<file path="src/rtl/twos_to_signmag.sv">
// Bit-serial two's-complement to sign-magnitude converter.
// One bit per cycle, LSB first, fixed latency of WIDTH cycles.
module twos_to_signmag #(
  parameter int WIDTH = 16,
  parameter int CNT_W = 4
) (
  input  logic             clk,
  input  logic             rst,
  input  logic             start,
  input  logic [WIDTH-1:0] inA,
  output logic             busy,
  output logic             done,
  output logic [WIDTH-1:0] out,
  output logic             sign
);

  typedef enum logic [1:0] {
    IDLE,
    SHIFT,
    DONE
  } state_t;

  localparam logic [CNT_W-1:0] LAST = CNT_W'(WIDTH - 1);

  state_t           r_state;
  state_t           w_next;
  logic [WIDTH-1:0] r_sreg;
  logic [WIDTH-1:0] r_res;
  logic [CNT_W-1:0] r_cnt;
  logic             r_seen;
  logic             r_sign_l;
  logic [WIDTH-1:0] r_out;
  logic             r_sign;

  logic             w_accept;
  logic             w_last;
  logic             w_obit;
  logic [WIDTH-1:0] w_res_nxt;

  assign w_accept  = start && (r_state != SHIFT);
  assign w_last    = (r_state == SHIFT) && (r_cnt == LAST);
  // Negation: copy bits up to and including the first 1, invert the rest.
  assign w_obit    = r_sign_l ? (r_seen ? ~r_sreg[0] : r_sreg[0])
                              : r_sreg[0];
  assign w_res_nxt = {w_obit, r_res[WIDTH-1:1]};

  always_comb begin
    w_next = r_state;
    unique case (r_state)
      IDLE:    if (start) w_next = SHIFT;
      SHIFT:   if (r_cnt == LAST) w_next = DONE;
      DONE:    w_next = start ? SHIFT : IDLE;
      default: w_next = IDLE;
    endcase
  end

  always_ff @(posedge clk or posedge rst) begin
    if (rst) r_state <= IDLE;
    else     r_state <= w_next;
  end

  always_ff @(posedge clk or posedge rst) begin
    if (rst) begin
      r_sreg   <= '0;
      r_res    <= '0;
      r_cnt    <= '0;
      r_seen   <= 1'b0;
      r_sign_l <= 1'b0;
      r_out    <= '0;
      r_sign   <= 1'b0;
    end else begin
      if (w_accept) begin
        r_sreg   <= inA;
        r_sign_l <= inA[WIDTH-1];
        r_cnt    <= '0;
        r_seen   <= 1'b0;
        r_res    <= '0;
      end else if (r_state == SHIFT) begin
        r_sreg <= r_sreg >> 1;
        r_res  <= w_res_nxt;
        r_seen <= r_seen | r_sreg[0];
        r_cnt  <= r_cnt + 1'b1;
      end
      if (w_last) begin
        r_out  <= w_res_nxt;
        r_sign <= r_sign_l;
      end
    end
  end

  assign busy = (r_state == SHIFT);
  assign done = (r_state == DONE);
  assign out  = r_out;
  assign sign = r_sign;

endmodule

</file>
<file path="config.mk">
export PLATFORM = sky130hd
export DESIGN_NAME = twos_to_signmag
export DESIGN_NICKNAME = d
export VERILOG_FILES = /design/src/rtl/twos_to_signmag.sv
export SDC_FILE = /design/constraint.sdc
export NUM_CORES = 1
export LEC_CHECK = 0
export ABC_AREA = 1
export CORE_ASPECT_RATIO = 1.75
export CORE_MARGIN = 5
export CORE_UTILIZATION = 52
export CTS_BUF_LIST = sky130_fd_sc_hd__clkbuf_8 sky130_fd_sc_hd__clkbuf_16
export CTS_CLUSTER_SIZE = 8
export DETAILED_ROUTE_END_ITERATION = 8
export PLACE_DENSITY = 0.89
export SYNTH_ARGS = -nofsm -noshare
export SYNTH_HDL_FRONTEND = slang
export SYNTH_SLANG_ARGS = --single-unit
</file>
<file path="constraint.sdc">
create_clock -name clk -period 2.3 [get_ports clk]
set_input_delay 0.345 -clock clk [delete_from_list [all_inputs] [get_ports clk]]
set_output_delay 0.345 -clock clk [all_outputs]
set_load 0.02 [all_outputs]
</file>
==> results.txt <==
Status - finished clean
Synth unique cells - 21
Multi-input gate area - 787 um^2
Ys Warns - 0
First-pass GRT wire length - 7850 um
Number of port buffers - 37
Top-area cell type share of the netlist area - 59.3%
Clk Latency, worst-skew pair - 310 ps
VDD IR max - 805 uV
Share of layout cells above drive strength 1 - 7.59%
Layout filler cell count - 378
1st-iter DRT viols - 50
Slowest stage delay, CP - 660 ps
Max cap viols - 0
Final WL - 4570 um
Critical path endpoint category - output port
Antenna viol nets, final - 0
Worst r2r dst - r_res[1]$_DFFE_PP0P_
Clock transition at path regs - 100 ps
Row cnt - 32
Top-count cell post-synth - nand2_1
Initial antenna violation count - 0
Final Hold Fails - 0
Via/cell ratio - 5.36
Worst relative slew slack - 63.6%
Top post-synthesis cells by area - dfrtp_1 (59%), nand2_1 (12%), nand3_1 (6.6%), o21ai_0 (4.7%), o22ai_1 (3.7%)
Height of the die - 99.2 um
Starting Density - 53.6%
Overflow left after global routing - 0
Post-route minimum period - 2040 ps
Critical Path RT - 1960 ps
TritonCTS buffer count - 5
Post-CTS setup buffers - 0
Worst min path class - primary input to asynchronous set/reset pin
H-tree level count - 2
CTS Buffer Depth - 2
Top delay family on crit path - buffers and inverters
Mapped Cells - 253
Syn_area_per_cell - 9.34 um^2
Mapped Area - 2360 um^2
Die area - 6040 um^2
Clk Tree Root Cell - clkbuf_8
RR Startpoint - r_state[0]$_DFFE_PP0P_
Leakage power - 1.33 nW
Pwr Density - 1340 nW/um^2
DRC viols - 0
Async SR Flop Fraction - 100%
Via Count - 1829
Slew @ Worst Pin - 545 ps
Top cells by count, synth - nand2_1 (77), dfrtp_1 (56), nand3_1 (31)
Max Freq - 0.490 GHz
Global-route usage over all layers - 17.0%
Die width - 61.0 um
Mapped Nets - 274
N_diodes - 0
Critical path class - register to output port
R2R depth - 5
Post-synth EDFFs - 0
Largest net degree at the start of global routing - 52
Worst-path cell chain - inv_1 > nor2_1 > clkdlybuf4s50_1
Top_reg_cell synth - dfrtp_1
Flop-to-flop setup slack - 660 ps
Fin nets - 310
DP Wirelength - 3290 um
Flip-flop and latch area - 1400 um^2
Vias in the first global route - 1813
Final Wtd Congestion - 0.773
Bufs and invs on worst path - 2
Final core occ - 64.6%
Worst EP arrival - 1700 ps
Setup TNS - 0 ps
DR pass1 iterations - 4
Wirelength per Cell - 13.4 um
Worst clock skew - 12.3 ps
Setup-failing EPs final - 0
Startpoint type of the worst setup path - register
Clk sink count - 56
Final period util - 88.7%
Max Slew Vio Count - 0
I/O pin count - 38
RSZ-0062 raised after global routing - false
Post-synthesis sequential area ratio - 59.3%
Post-CTS Hold Buffers - 0
CP max stage cell - clkdlybuf4s50_1
CP max FO - 4
TritonCTS clock tree - yes
Area growth, synth to finish - 20.4%
Yosys top cell by area - dfrtp_1
Core Region - 4400 um^2
CTS resizes - 0
#FFs+latches synth - 56
[kinds of logic (layout without fill, tap and decap cells)]
family,Yosys count,count (layout),share of synthesized area (%)
DFF,56,56,59.3
adders and majority gates,2,2,1.06
and+or+nand+nor,122,122,23.5
buffers and inverters,35,72,7.36
AOI/OAI and AO/OA,38,38,8.79
[routing by layer]
metal | vias up | wire length (um) | part of all wire, % | global-route usage (%)
li1 | 889 | - | - | -
met1 | 891 | 1700 | 37 | 18.2
met2 | 43 | 2600 | 57 | 31.0
met5 | - | 0 | 0 | 0
met3 | 6 | 208 | 4.6 | 3.25
met4 | 0 | 54 | 1.2 | 6.84
[flip-flops by register name, indices dropped and copies added, names as in the netlist]
| name | count |
|---|---|
| out | 16 |
| r_sreg | 16 |
| r_res | 15 |
| r_cnt | 4 |
| r_state | 2 |
| r_seen | 1 |
| r_sign_l | 1 |
| sign | 1 |
[cell usage in the layout, fill, tap and decap left out, types with 5 or more instances in the layout]
cell,n
clkbuf_8,6
clkdlybuf4s50_1,37
dfrtp_1,56
inv_1,22
nand2_1,77
nand2_2,5
nand3_1,31
nor2_1,5
o21ai_0,22
o22ai_1,14
[cell type report]
| type | count | share of cell area, % |
|---|---|---|
| Sequential cell | 56 | 49.3 |
| Multi-Input combinational cell | 162 | 27.7 |
| Timing Repair Buffer | 41 | 14.5 |
| Inverter | 23 | 3.03 |
| Clock buffer | 6 | 2.90 |
| Tap cell | 51 | 2.24 |
| Clock inverter | 2 | 0.396 |
[stage by stage]
step / total power [mW] / instances / cell area [um^2] / hold slack, ps / setup slack [ps]
after global placement: 3.21 / 333 / 2750 / 456 / 584
after floorplan: 2.74 / 253 / 2360 / 449 / 584
after global routing: 4.10 / 341 / 2850 / 387 / 160
after detailed placement: 3.30 / 333 / 2750 / 466 / 567
after CTS: 3.85 / 341 / 2850 / 362 / 197
final: 3.80 / 341 / 2850 / 350 / 259
[how the worst max path moves through the flow]
stage / slack, ps / to / start / depth (start not counted)
5_1_grt: 160 / busy / r_state[0]$_DFFE_PP0P_ / 3
3_5_place_dp: 570 / busy / r_state[0]$_DFFE_PP0P_ / 3
2_1_floorplan: 580 / out[0]$_DFFE_PP0P_ / rst / 1
3_3_place_gp: 580 / busy / r_state[0]$_DFFE_PP0P_ / 3
6_report: 260 / busy / r_state[0]$_DFFE_PP0P_ / 3
4_1_cts: 200 / busy / r_state[0]$_DFFE_PP0P_ / 3
[power by group]
group | total (mW) | internal [mW] | switching, mW | leakage [nW]
registers | 1.68 | 1.42 | 0.261 | 0.703
clock network | 0.545 | 0.241 | 0.304 | 0.0486
logic | 1.57 | 0.636 | 0.938 | 0.582
Power figures use the tool's default switching activity.
